--- src/rtl/cr_kme_fifo_unpacker.sv ---
// rtl/cr_kme_fifo_unpacker.sv - pops 71-bit KME FIFO entries and emits 32-bit beats, dropping ECC-corrupt packets
module cr_kme_fifo_unpacker #(
    parameter int ERR_CNT_W = 8
) (
    input  logic                 clk,
    input  logic                 rst_n,
    input  logic [70:0]          fifo_out,
    input  logic                 fifo_out_valid,
    input  logic                 fifo_mbe,
    output logic                 fifo_out_ack,
    output logic [31:0]          out_data,
    output logic                 out_sot,
    output logic                 out_eoi,
    output logic [3:0]           out_tag,
    output logic                 out_valid,
    input  logic                 out_ack,
    input  logic                 err_clr,
    output logic                 err_sticky,
    output logic [ERR_CNT_W-1:0] err_cnt
);

    typedef enum logic [1:0] {EMPTY, LO, HI, DISCARD} state_t;

    localparam logic [ERR_CNT_W-1:0] CNT_ONE = {{(ERR_CNT_W-1){1'b0}}, 1'b1};
    localparam logic [ERR_CNT_W-1:0] CNT_MAX = {ERR_CNT_W{1'b1}};

    state_t      state;
    state_t      state_nxt;
    state_t      pop_target;
    logic [63:0] hold_payload;
    logic        hold_sot;
    logic        hold_eoi;
    logic        hold_half;
    logic [3:0]  hold_tag;

    logic        in_sot;
    logic        in_eoi;
    logic        in_half;
    logic [3:0]  in_tag;
    logic [63:0] in_payload;

    logic        beat_accept;
    logic        last_beat_accept;
    logic        pop;
    logic        mbe_pop;
    logic        load;

    assign in_sot     = fifo_out[70];
    assign in_eoi     = fifo_out[69];
    assign in_half    = fifo_out[68];
    assign in_tag     = fifo_out[67:64];
    assign in_payload = fifo_out[63:0];

    always_comb begin
        beat_accept      = out_valid & out_ack;
        last_beat_accept = beat_accept & (((state == LO) & hold_half) | (state == HI));
        // Gated by rst_n so nothing is popped while the block is held in reset.
        fifo_out_ack     = rst_n & fifo_out_valid &
                           ((state == EMPTY) | (state == DISCARD) | last_beat_accept);
        pop              = fifo_out_valid & fifo_out_ack;
        mbe_pop          = pop & fifo_mbe;
        load             = pop & ~fifo_mbe & (state != DISCARD);
    end

    always_comb begin
        pop_target = LO;
        if (fifo_mbe) begin
            pop_target = in_eoi ? EMPTY : DISCARD;
        end
    end

    always_comb begin
        state_nxt = state;
        case (state)
            EMPTY: begin
                if (pop) begin
                    state_nxt = pop_target;
                end
            end
            LO: begin
                if (beat_accept) begin
                    if (!hold_half) begin
                        state_nxt = HI;
                    end else if (pop) begin
                        state_nxt = pop_target;
                    end else begin
                        state_nxt = EMPTY;
                    end
                end
            end
            HI: begin
                if (beat_accept) begin
                    state_nxt = pop ? pop_target : EMPTY;
                end
            end
            DISCARD: begin
                // Any eoi ends the corrupt packet, clean or not.
                if (pop && in_eoi) begin
                    state_nxt = EMPTY;
                end
            end
            default: state_nxt = EMPTY;
        endcase
    end

    always_ff @(posedge clk or negedge rst_n) begin
        if (!rst_n) begin
            state        <= EMPTY;
            hold_payload <= '0;
            hold_sot     <= 1'b0;
            hold_eoi     <= 1'b0;
            hold_half    <= 1'b0;
            hold_tag     <= '0;
        end else begin
            state <= state_nxt;
            if (load) begin
                hold_payload <= in_payload;
                hold_sot     <= in_sot;
                hold_eoi     <= in_eoi;
                hold_half    <= in_half;
                hold_tag     <= in_tag;
            end
        end
    end

    always_ff @(posedge clk or negedge rst_n) begin
        if (!rst_n) begin
            err_sticky <= 1'b0;
            err_cnt    <= '0;
        end else if (err_clr) begin
            err_sticky <= 1'b0;
            err_cnt    <= '0;
        end else if (mbe_pop) begin
            err_sticky <= 1'b1;
            if (err_cnt != CNT_MAX) begin
                err_cnt <= err_cnt + CNT_ONE;
            end
        end
    end

    // Beats are decoded straight from the holding register, so they stay stable under backpressure.
    always_comb begin
        out_valid = (state == LO) | (state == HI);
        out_data  = '0;
        out_sot   = 1'b0;
        out_eoi   = 1'b0;
        out_tag   = '0;
        if (state == LO) begin
            out_data = hold_payload[31:0];
            out_sot  = hold_sot;
            out_eoi  = hold_eoi & hold_half;
            out_tag  = hold_tag;
        end else if (state == HI) begin
            out_data = hold_payload[63:32];
            out_eoi  = hold_eoi;
            out_tag  = hold_tag;
        end
    end

endmodule

--- config.mk ---
export PLATFORM = sky130hd
export DESIGN_NAME = cr_kme_fifo_unpacker
export DESIGN_NICKNAME = d
export VERILOG_FILES = /design/src/rtl/cr_kme_fifo_unpacker.sv
export SDC_FILE = /design/constraint.sdc
export NUM_CORES = 1
export LEC_CHECK = 0
export BUFFER_PORTS_ARGS = -buffer_cell sky130_fd_sc_hd__buf_4
export CAP_MARGIN = 15
export CORE_UTILIZATION = 53
export CTS_BUF_LIST = sky130_fd_sc_hd__clkbuf_8
export CTS_CLUSTER_DIAMETER = 100
export DETAILED_ROUTE_END_ITERATION = 7
export HOLD_SLACK_MARGIN = 0.06
export PLACE_DENSITY = 0.82
export SLEW_MARGIN = 20
export SYNTH_ARGS = -nofsm -noshare
export SYNTH_HDL_FRONTEND = slang
export SYNTH_SLANG_ARGS = --single-unit
--- constraint.sdc ---
create_clock -name clk -period 2.9 [get_ports clk]
set_clock_uncertainty 0.15 [all_clocks]
set_input_delay 0.58 -clock clk [delete_from_list [all_inputs] [get_ports clk]]
set_output_delay 0.58 -clock clk [all_outputs]
set_load 0.005 [all_outputs]
* Yosys cells after proc, flatten, opt, wreduce, memory -nomap -nowiden
Index checks and enable logic that the tools add are counted.
** Storage, ports and cells
- Bits in registers :: 82
- Input port bits :: 77
- Output and inout bits :: 49
- Word-level logic and storage cells :: 60
** Cells by class
- Add/subtract/negate cells :: 1
- Equality and inequality tests :: 9
- Multiplexer cells :: 21
- Bitwise logic cells :: 15
- Reductions and logical operators :: 6
** Operator list (count)
- $mux W32 :: 2
- $mux W8 :: 3
- $mux W2 :: 8
- $and A1 B1 Y1 :: 10
- $add A8 B1 Y8 const B :: 1
- $mux W4 :: 2
- $ne A2 B2 Y1 const B :: 4
- $ne A8 B8 Y1 const B :: 1
- $pmux W2 S4 :: 1
- $mux W1 :: 5
- $eq A2 B2 Y1 const B :: 2
- $or A1 B1 Y1 :: 4
- $reduce_and A4 Y1 :: 1
- $reduce_bool A2 Y1 :: 2
- $eq A2 B1 Y1 const B :: 1
- $logic_not A2 Y1 :: 1
- $ne A2 B1 Y1 const B :: 1
- $reduce_and A2 Y1 :: 1
- $logic_and A1 B1 Y1 :: 1
- $not A1 Y1 :: 1

* Depth between registers and ports, before layout
Gate-level depths: netlist of run 1.
- Depth in word-level cells :: 11
- Mapped depth :: 8
- Depth with buffers taken out :: 6

* Least setup slack after synthesis of run 1
Ideal clock, no wire load.
- Path kind :: reg2out
- Start :: register state[0]
- End :: output out_data[10]
- Arrival time :: 1.474 ns
- Required time :: 2.170 ns
- Path slack :: 0.696 ns
- Stages on the path, launching flop included :: 7
- Path through :: dfrtp_1 -> inv_1 -> ha_1 -> nor2b_1 -> clkbuf_1 -> clkbuf_1 -> a22o_1
** Between the ends
- Longest elaborated chain between the ends :: 3
- Elaborated cells between the ends (all ways) :: 4
** RTL lines
- from (decl) :: RTL line 27 : state_t state;
- from (signal assigned) :: RTL line 115 : state <= state_nxt;
- $eq A2 B2 Y1 :: RTL line 153 : end else if (state == HI) begin
- $mux W32 :: RTL line 153
- $mux W32 * :: RTL line 148 : if (state == LO) begin
- to (decl) :: RTL line 11 : output logic [31:0] out_data,
Mark *: on every way between the ends. The rest lies on a longest branch, timed or not.

* Worst setup path in the final report of run 1
- Start :: register state[0]
- End :: output out_data[18]
The elaborated chain is that of the path after synthesis.

==> summary.md, run 1 <==
| Metric | Value |
|---|---|
| Post-layout util | `0.725` |
| CTS tree | `done` |
| Sequential cell area | `2050 um2` |
| WL/cell | `17.7 um` |
| Clock Sinks | `82` |
| Top post-synthesis cells by area | `dfrtp_1, mux2_4, a22o_1` |
| Height of the die | `89.9 um` |
| Die width | `89.9 um` |
| First-pass GRT wire length | `14.8 mm` |
| Initial antenna violation count | `0` |
| Row cnt | `31` |
| Clk slew on worst S/H paths | `80 ps` |
| Post-synth top area share | `0.501` |
| Diode count | `0` |
| F_max | `0.370 GHz` |
| IO Port Bufs | `125` |
| Average size of a mapped cell | `14.9 um2` |
| Seq/Total Area, Yosys | `0.501` |
| Power per Cell Area | `978 nW/um2` |
| Tot GR Track Use | `0.234` |
| Multi-input logic area | `1850 um2` |
| Leakage | `0.00258 uW` |
| Worst slew pin tran | `760 ps` |
| Share of cells above drive strength 1 | `0.551` |
| CTS buffer count | `9` |
| Clock buffer depth | `2` |
| Synth cell types | `36` |
| # nets final | `486` |
| Syn nets | `358` |
| GP Congestion | `0.728` |
| Crit path max fanout | `22` |
| Root Buffer | `clkbuf_8` |
| Startpoint Class | `flop` |
| Cell count after synthesis | `275` |
| Hold WC Path Type | `in -> reg` |
| HPWL Detailed | `6.14 mm` |
| Vias per cell | `5.50` |
| Vias in the first global route | `2944` |
| Fin. max-slew vios | `0` |
| Drt pass-1 iters | `4` |
| Maxcap violations | `0` |
| Initial Util | `0.556` |
| Iteration-0 DRC Markers | `109` |
| Yosys reg bits | `82` |
| Worst EP required | `2170 ps` |
| Total number of vias | `2786` |
| Fin crit period | `2710 ps` |
| Setup tns final | `0 ps` |
| Core Region | `7370 um2` |
| Final wirelength | `8.98 mm` |
| Largest net degree at the start of global routing | `62` |
| Worst rel slew slack | `0.493` |
| RSZ-0062 raised after global routing | `no` |
| Worst EP arrival | `1980 ps` |
| Mapped Area | `4100 um2` |
| Number of I/O pins | `126` |
| Synth warnings | `0` |
| CTS H-Tree Depth | `3` |
| Critical Path Sink Type | `output pin` |
| Die area | `8080 um2` |
| Final setup viols | `0` |
| ANT nets after route | `0` |
| Outcome | `completed` |
| Final Hold Fails | `0` |
| GRT overflow | `0` |
| Fill cells | `503` |
| Worst-Skew Late Latency | `350 ps` |
| VDD IR max | `597 uV` |
| Drt drc | `0` |
| P&R area growth vs syn | `30.5%` |
| Setup CP Type | `reg -> out` |
| Final period utilization | `0.933` |
| Largest area contributor in the netlist | `dfrtp_1` |
[sequential cells by signal (all words and copies together), names as in the netlist]
| name | flops |
|---|---|
| hold_payload | 64 |
| err_cnt | 8 |
| hold_tag | 4 |
| state | 2 |
| err_sticky | 1 |
| hold_eoi | 1 |
| hold_half | 1 |
| hold_sot | 1 |
[cells in the mapped netlist (all sizes together)]
cell / number
a31oi: 2
and2: 4
o21a: 1
a22o: 32
o31a: 1
clkbuf: 8
mux2: 72
a311oi: 1
buf: 10
nand2: 2
or4: 5
nor2: 6
nand4: 1
o31ai: 3
a211oi: 1
o2111ai: 2
nor3b: 2
o21ai: 3
nand3: 3
nor2b: 6
o211a: 1
dfrtp: 82
a21oi: 7
inv: 4
ha: 6
o41ai: 1
a2bb2oi: 1
nand2b: 5
mux2i: 3
[cell families (layout without fill, tap and decap cells)]
kind of cell	count (synthesis)	in the layout	share of synthesized area
DFF	82	82	0.501
muxes	75	75	0.269
AOI/OAI and AO/OA	56	56	0.110
and+or+nand+nor	34	34	0.0513
buffers and inverters	22	155	0.0501
adders and majority gates	6	6	0.0183
[layer usage]
| layer | up-vias | wire (um) | global-route usage |
|---|---|---|---|
| met5 | - | 0 | 0 |
| met4 | 0 | 235 | 0.113 |
| met3 | 18 | 558 | 0.0635 |
| met2 | 107 | 4310 | 0.365 |
| met1 | 1391 | 3880 | 0.303 |
| li1 | 1270 | - | - |
[cells in the final DEF, fill, tap and decap left out, drive strengths merged, types with 2 or more instances in the layout]
master,synthesis,routed
buf,10,134
dfrtp,82,82
mux2,72,72
a22o,32,32
clkbuf,8,10
a21oi,7,7
nor2,6,6
ha,6,6
nor2b,6,6
inv,4,5
or4,5,5
nand2b,5,5
bufinv,0,4
and2,4,4
nand3,3,3
o31ai,3,3
mux2i,3,3
o21ai,3,3
nand2,2,2
o2111ai,2,2
a31oi,2,2
nor3b,2,2
[layout make-up]
cell class	count	area share
Clock buffer	10	0.0257
Clock inverter	6	0.0241
Inverter	4	0.00281
Multi-Input combinational cell	171	0.346
Sequential cell	82	0.384
Tap cell	99	0.0232
Timing Repair Buffer	135	0.195
[worst paths after layout]
kind | startpoint | end | slack (ps) | cells after the start
max | state[0]$_DFFE_PN0P_ | out_data[18] | 190 | 6
min | fifo_out[8] | hold_payload[8]$_DFFE_PN0P_ | 300 | 2
max reg2reg | state[0]$_DFFE_PN0P_ | hold_payload[14]$_DFFE_PN0P_ | 390 | 7
min reg2reg | hold_tag[0]$_DFFE_PN0P_ | hold_tag[0]$_DFFE_PN0P_ | 360 | 1
max in group asynchronous | rst_n | hold_payload[3]$_DFFE_PN0P_ | 940 | 4
min in group asynchronous | rst_n | hold_payload[27]$_DFFE_PN0P_ | 610 | 3
[critical path, stage by stage, from the launching register on]
cell and delay [ps]:
dfrtp_1 430, inv_1 130, ha_1 270, nor2b_2 190, buf_4 280, a22o_1 200
buf_4 120
[power by group]
part	internal, uW	switching (uW)	leakage, uW
clock network	678	415	0.000138
registers	1660	318	0.00100
logic	1400	753	0.00144
total	3740	1490	0.00258
[per-stage QoR]
| stage | setup slack, ps | instances | instance area [um2] | total power (uW) | hold WS, ps |
|---|---|---|---|---|---|
| floorplan | 696 | 275 | 4100 | 3370 | 134 |
| global placement | 535 | 490 | 5070 | 4050 | 336 |
| detailed placement | 440 | 490 | 5070 | 4140 | 335 |
| CTS | 183 | 507 | 5350 | 5260 | 279 |
| global route | 64.7 | 507 | 5350 | 5500 | 280 |
| finish | 195 | 507 | 5350 | 5230 | 295 |
[repair_timing]
| item | 4_1_cts | 5_1_grt |
|---|---|---|
| setup buffers | 0 | 0 |
| hold endpoints to repair | 9 | 0 |
| resized for setup | 0 | 0 |
| hold buffers | 1 | 0 |
Power figures use the tool's default switching activity.
==> run 2: changes to the inputs <==
--- a/config.mk
+++ b/config.mk
@@ -13,6 +13,7 @@
 export DETAILED_ROUTE_END_ITERATION = 7
 export HOLD_SLACK_MARGIN = 0.06
 export PLACE_DENSITY = 0.82
+export RECOVER_POWER = 50
 export SLEW_MARGIN = 20
 export SYNTH_ARGS = -nofsm -noshare
 export SYNTH_HDL_FRONTEND = slang
==> summary.md, run 2 (synthesis results as in run 1) <==
| Metric | Value |
|---|---|
| Power per Cell Area | `978 nW/um2 (about the same)` |
| Number of I/O pins | `126 (unchanged)` |
| Critical Path Sink Type | `flop` |
| Worst slew pin tran | `824 ps (+64.2 ps)` |
| Maxcap violations | `0 (unchanged)` |
| Clk slew on worst S/H paths | `80 ps (about the same)` |
| Worst EP required | `2990 ps (+820 ps)` |
| Drt drc | `0 (unchanged)` |
| Vias per cell | `5.48 (-0.32%)` |
| Clock buffer depth | `2 (unchanged)` |
| Crit path max fanout | `34 (+55%)` |
| Core Region | `7370 um2 (unchanged)` |
| P&R area growth vs syn | `29.9%` |
| Iteration-0 DRC Markers | `112 (+2.8%)` |
| Share of cells above drive strength 1 | `0.544 (-0.00735)` |
| Worst rel slew slack | `0.451 (-0.0428)` |
| Outcome | `completed` |
| ANT nets after route | `0 (unchanged)` |
| IO Port Bufs | `125 (unchanged)` |
| Leakage | `0.00257 uW (-0.41%)` |
| Non-filler cells, final | `507 (unchanged)` |
| WHS | `295 ps (-0.444 ps)` |
| # nets final | `486 (unchanged)` |
| Setup tns final | `0 ps (unchanged)` |
| Hold WC Path Type | `in -> reg` |
| Fin crit period | `2720 ps (+19.4 ps)` |
| Fin. max-slew vios | `0 (unchanged)` |
| GRT overflow | `0 (unchanged)` |
| CTS H-Tree Depth | `3 (unchanged)` |
| Hold_buf cts | `1 (unchanged)` |
| Die area | `8080 um2 (unchanged)` |
| Post-layout util | `0.722 (-0.00356)` |
| Final wirelength | `9.02 mm (+0.43%)` |
| First-pass GRT wire length | `14.8 mm (unchanged)` |
| RSZ-0062 raised after global routing | `no` |
| Initial Util | `0.556 (unchanged)` |
| Commonest non-fill, non-tap cell in the layout | `buf_4` |
| Post-CTS sizing | `0 (unchanged)` |
| GP Congestion | `0.728 (unchanged)` |
| Startpoint Class | `input port` |
| Pwr Total | `5200 uW (-0.45%)` |
| Final Hold Fails | `0 (unchanged)` |
| VDD IR max | `596 uV (about the same)` |
| Tot GR Track Use | `0.234 (unchanged)` |
| Vias in the first global route | `2944 (unchanged)` |
| Max reg flops | `64 (unchanged)` |
| Sequential cell area | `2050 um2 (unchanged)` |
| Largest register by flop count | `hold_payload` |
| Total number of vias | `2777 (-0.32%)` |
| Multi-input logic area | `1830 um2 (-1.0%)` |
| Final period utilization | `0.940 (+0.00670)` |
| HPWL Detailed | `6.14 mm (unchanged)` |
| Largest net degree at the start of global routing | `62 (unchanged)` |
| Most frequent cells in the layout | `buf_4, dfrtp_1, mux2_4, a22o_1, clkbuf_4` |
| Postcts setup bufs | `0 (unchanged)` |
| Reg2Reg Depth | `7 (unchanged)` |
| Die width | `89.9 um (unchanged)` |
| Height of the die | `89.9 um (unchanged)` |
| Hold depth | `2 (unchanged)` |
| F_max | `0.367 GHz (-0.71%)` |
| WL/cell | `17.8 um (+0.43%)` |
| Initial antenna violation count | `0 (unchanged)` |
| Inst Count DP | `490 (unchanged)` |
| Worst-Skew Late Latency | `360 ps (about the same)` |
| Final setup viols | `0 (unchanged)` |
| Drt pass-1 iters | `4 (unchanged)` |
| Fill cells | `510 (+1.4%)` |
| Worst EP arrival | `2820 ps (+840 ps)` |
| Root Buffer | `clkbuf_8` |
| Diode count | `0 (unchanged)` |
| Row cnt | `31 (unchanged)` |
| Setup CP Type | `in -> reg` |
| CTS buffer count | `9 (unchanged)` |
| CTS tree | `done` |
| Largest registers | `hold_payload (64), err_cnt (8), hold_tag (4)` |
| Clock Sinks | `82 (unchanged)` |
[run 2: metrics by stage]
step / setup WS [ps] / area (um2)
2_1_floorplan: 696 / 4100
5_1_grt: 38.6 / 5320
3_5_place_dp: 440 / 5070
6_report: 175 / 5320
4_1_cts: 183 / 5350
3_3_place_gp: 535 / 5070
[run 2: layout make-up]
type,instances,area share
well taps,99,0.0233
repair buffers,135,0.194
clock inverters,6,0.0242
flip-flops and latches,82,0.386
multi-input cells,171,0.344
inverters,4,0.00282
clock buffers,10,0.0259
[run 2: critical path: stages]
cell and delay, ps:
dlygate4sd3_1 520, clkbuf_1 180, and2_0 200, o211a_1 250, nor3b_2 390, buf_12 310
mux2_2 370
[run 2: per-layer routing]
metal,global-route usage,routed length (um),up-vias
met2,0.365,4300,104
met4,0.113,231,0
li1,-,-,1271
met5,0,0,-
met3,0.0635,576,19
met1,0.303,3910,1383
[run 2: final timing paths]
kind | from | end | slack, ps
worst min-delay path | fifo_out[8] | hold_payload[8]$_DFFE_PN0P_ | 290
worst max-delay path | rst_n | hold_payload[14]$_DFFE_PN0P_ | 180
max in group asynchronous | rst_n | hold_payload[2]$_DFFE_PN0P_ | 750
worst max register to register | state[0]$_DFFE_PN0P_ | hold_payload[14]$_DFFE_PN0P_ | 300
worst min register to register | hold_tag[0]$_DFFE_PN0P_ | hold_tag[0]$_DFFE_PN0P_ | 360
min in group asynchronous | rst_n | hold_payload[27]$_DFFE_PN0P_ | 710
[run 2: where the power goes]
group / switching [uW] / total (uW) / internal (uW)
logic: 747 / 2130 / 1390
clock network: 413 / 1090 / 678
registers: 319 / 1980 / 1660
==> run 3: changes to the inputs <==
--- a/config.mk
+++ b/config.mk
@@ -12,7 +12,7 @@
 export CTS_CLUSTER_DIAMETER = 100
 export DETAILED_ROUTE_END_ITERATION = 7
 export HOLD_SLACK_MARGIN = 0.06
-export PLACE_DENSITY = 0.82
+export PLACE_DENSITY_LB_ADDON = 0.12
 export RECOVER_POWER = 50
 export SLEW_MARGIN = 20
 export SYNTH_ARGS = -nofsm -noshare
==> summary.md, run 3 (synthesis results as in run 1) <==
| Metric | Value |
|---|---|
| Outcome | `completed` |
| Flop pwr share | `0.397 (+0.017)` |
| Critical Path Sink Type | `flop` |
| WL/cell | `17.0 um (-4.5%)` |
| VDD IR max | `558 uV (-6.3%)` |
| Clock buffer depth | `2 (unchanged)` |
| Final period utilization | `0.924 (-0.0153)` |
| Commonest non-fill, non-tap cell in the layout | `buf_4` |
| Fill cells | `545 (+6.9%)` |
| GRT overflow | `0 (unchanged)` |
| Reg2Reg Depth | `7 (unchanged)` |
| GP Congestion | `0.749 (+2.9%)` |
| Drt drc | `0 (unchanged)` |
| Largest registers | `hold_payload (64), err_cnt (8), hold_tag (4)` |
| Setup CP Type | `reg -> reg` |
| Flop-to-flop setup slack | `220 ps (-80 ps)` |
| Sw Share | `0.286 (+0.00194)` |
| Crit path max-delay family | `buffers and inverters` |
| Iteration-0 DRC Markers | `112 (unchanged)` |
| Internal | `3540 uW (-4.8%)` |
| Worst rel slew slack | `0.275 (-0.176)` |
| Cell Chain, Critical Path | `inv_1, ha_1, nand2b_1, o211a_4, nor3b_4, clkbuf_4, mux2_4` |
| Fin. max-slew vios | `0 (unchanged)` |
| Final Hold Fails | `0 (unchanged)` |
| Die width | `89.9 um (unchanged)` |
| Final setup viols | `0 (unchanged)` |
| First-pass GRT wire length | `14.0 mm (-5.4%)` |
| Number of I/O pins | `126 (unchanged)` |
| Row cnt | `31 (unchanged)` |
| Worst EP required | `2970 ps (-20 ps)` |
| Fin crit period | `2680 ps (-44.4 ps)` |
| HPWL Detailed | `5.88 mm (-4.2%)` |
| P&R area growth vs syn | `28.1%` |
| ANT nets after route | `0 (unchanged)` |
| CTS tree | `done` |
| Hold_buf cts | `0 (-1)` |
| Core Region | `7370 um2 (unchanged)` |
| Crit path max fanout | `31 (-8.8%)` |
| Worst path slowest cell | `clkbuf_4` |
| Final wirelength | `8.56 mm (-5.1%)` |
| Clock group share of total power | `0.177 (-0.033)` |
| CTS H-Tree Depth | `3 (unchanged)` |
| Startpoint Class | `flop` |
| Height of the die | `89.9 um (unchanged)` |
| Max stage delay on crit path | `600 ps (+80 ps)` |
| Total number of vias | `2737 (-1.4%)` |
| Sw Pwr | `1420 uW (-3.9%)` |
| Final WS setup | `220 ps (+44.4 ps)` |
| Leakage | `0.00253 uW (-1.6%)` |
| Power per Cell Area | `946 nW/um2 (-3.3%)` |
| Hold WC Path Type | `in -> async` |
| Largest net degree at the start of global routing | `46 (-26%)` |
| Tot GR Track Use | `0.220 (-0.0137)` |
| IO Port Bufs | `125 (unchanged)` |
| Maxcap violations | `0 (unchanged)` |
| Worst-Skew Late Latency | `340 ps (-20 ps)` |
| RSZ-0062 raised after global routing | `no` |
| Root Buffer | `clkbuf_8` |
| Logic pwr share | `0.426 (+0.016)` |
| Share of cells above drive strength 1 | `0.546 (+0.00156)` |
| Cell Area, Placed | `5070 um2 (unchanged)` |
| Clk slew on worst S/H paths | `70 ps (about the same)` |
| Most frequent cells in the layout | `buf_4, dfrtp_1, mux2_4, a22o_1, clkbuf_4` |
| Post-CTS sizing | `0 (unchanged)` |
| Worst slew pin tran | `1090 ps (+264 ps)` |
| RR Startpoint | `state[0]$_DFFE_PN0P_` |
| Initial Util | `0.556 (unchanged)` |
| Setup tns final | `0 ps (unchanged)` |
| Clock Sinks | `82 (unchanged)` |
| Vias per cell | `5.43 (-0.85%)` |
| Initial antenna violation count | `0 (unchanged)` |
| Diode count | `0 (unchanged)` |
| Pre-CTS setup slack | `434 ps (-5.96 ps)` |
| Worst R2R End | `hold_payload[12]$_DFFE_PN0P_` |
| Final Instance Area | `5250 um2 (-1.3%)` |
| Die area | `8080 um2 (unchanged)` |
| F_max | `0.373 GHz (+1.7%)` |
| Max reg flops | `64 (unchanged)` |
| Crit path buffers/inverters | `2 (-1)` |
| Drt pass-1 iters | `5 (+1)` |
| Worst EP arrival | `2750 ps (-70 ps)` |
| Vias in the first global route | `2801 (-4.9%)` |
| # nets final | `485 (-0.21%)` |
| Pwr Total | `4970 uW (-4.6%)` |
| Postcts setup bufs | `0 (unchanged)` |
| WHS | `166 ps (-129 ps)` |
| Largest register by flop count | `hold_payload` |
| CTS buffer count | `9 (unchanged)` |
-- run 3: area by class of cell --
type,instances,area (um2),share of cell area
sequential,82,2050,0.391
multi-input combinational,171,1840,0.351
timing repair buffer,134,1010,0.192
clock buffer,10,138,0.0262
tap,99,124,0.0236
clock inverter,4,68.8,0.0131
inverter,4,15.0,0.00286
-- run 3: worst max path at each step --
stage,depth (start not counted),end,startpoint,slack [ps]
after floorplan,6,out_data[10],state[0]$_DFFE_PN0P_,700
after global placement,7,hold_payload[14]$_DFFE_PN0P_,state[0]$_DFFE_PN0P_,490
after detailed placement,7,hold_payload[14]$_DFFE_PN0P_,state[0]$_DFFE_PN0P_,430
after CTS,6,out_eoi,state[1]$_DFFE_PN0P_,230
after global routing,7,hold_payload[12]$_DFFE_PN0P_,state[0]$_DFFE_PN0P_,110
final,7,hold_payload[12]$_DFFE_PN0P_,state[0]$_DFFE_PN0P_,220
-- run 3: worst reg2reg max path: stages (launching register included) --
cell      delay (ps)
dfrtp_1          400
inv_1            100
ha_1             370
nand2b_1         140
o211a_4          190
nor3b_4          250
clkbuf_4         600
mux2_4           370
-- run 3: per-stage QoR --
stage,cells,utilization
2_1_floorplan,275,-
3_3_place_gp,490,0.688
3_5_place_dp,490,0.688
4_1_cts,504,0.716
5_1_grt,504,0.712
6_report,504,0.712
-- run 3: power by group through the flow --
stage          sequential (uW)  clock, uW  combinational (uW)
2_1_floorplan             1890          0                1490
3_3_place_gp              1960          0                2100
3_5_place_dp              1980          0                2140
4_1_cts                   1970        895                2150
5_1_grt                   2040        953                2270
6_report                  1970        878                2120
-- run 3: per-layer routing --
metal | track usage | wire (um)
met1 | 0.293 | 3790
met3 | 0.0575 | 427
met4 | 0.0847 | 178
met5 | 0 | 0
met2 | 0.347 | 4170
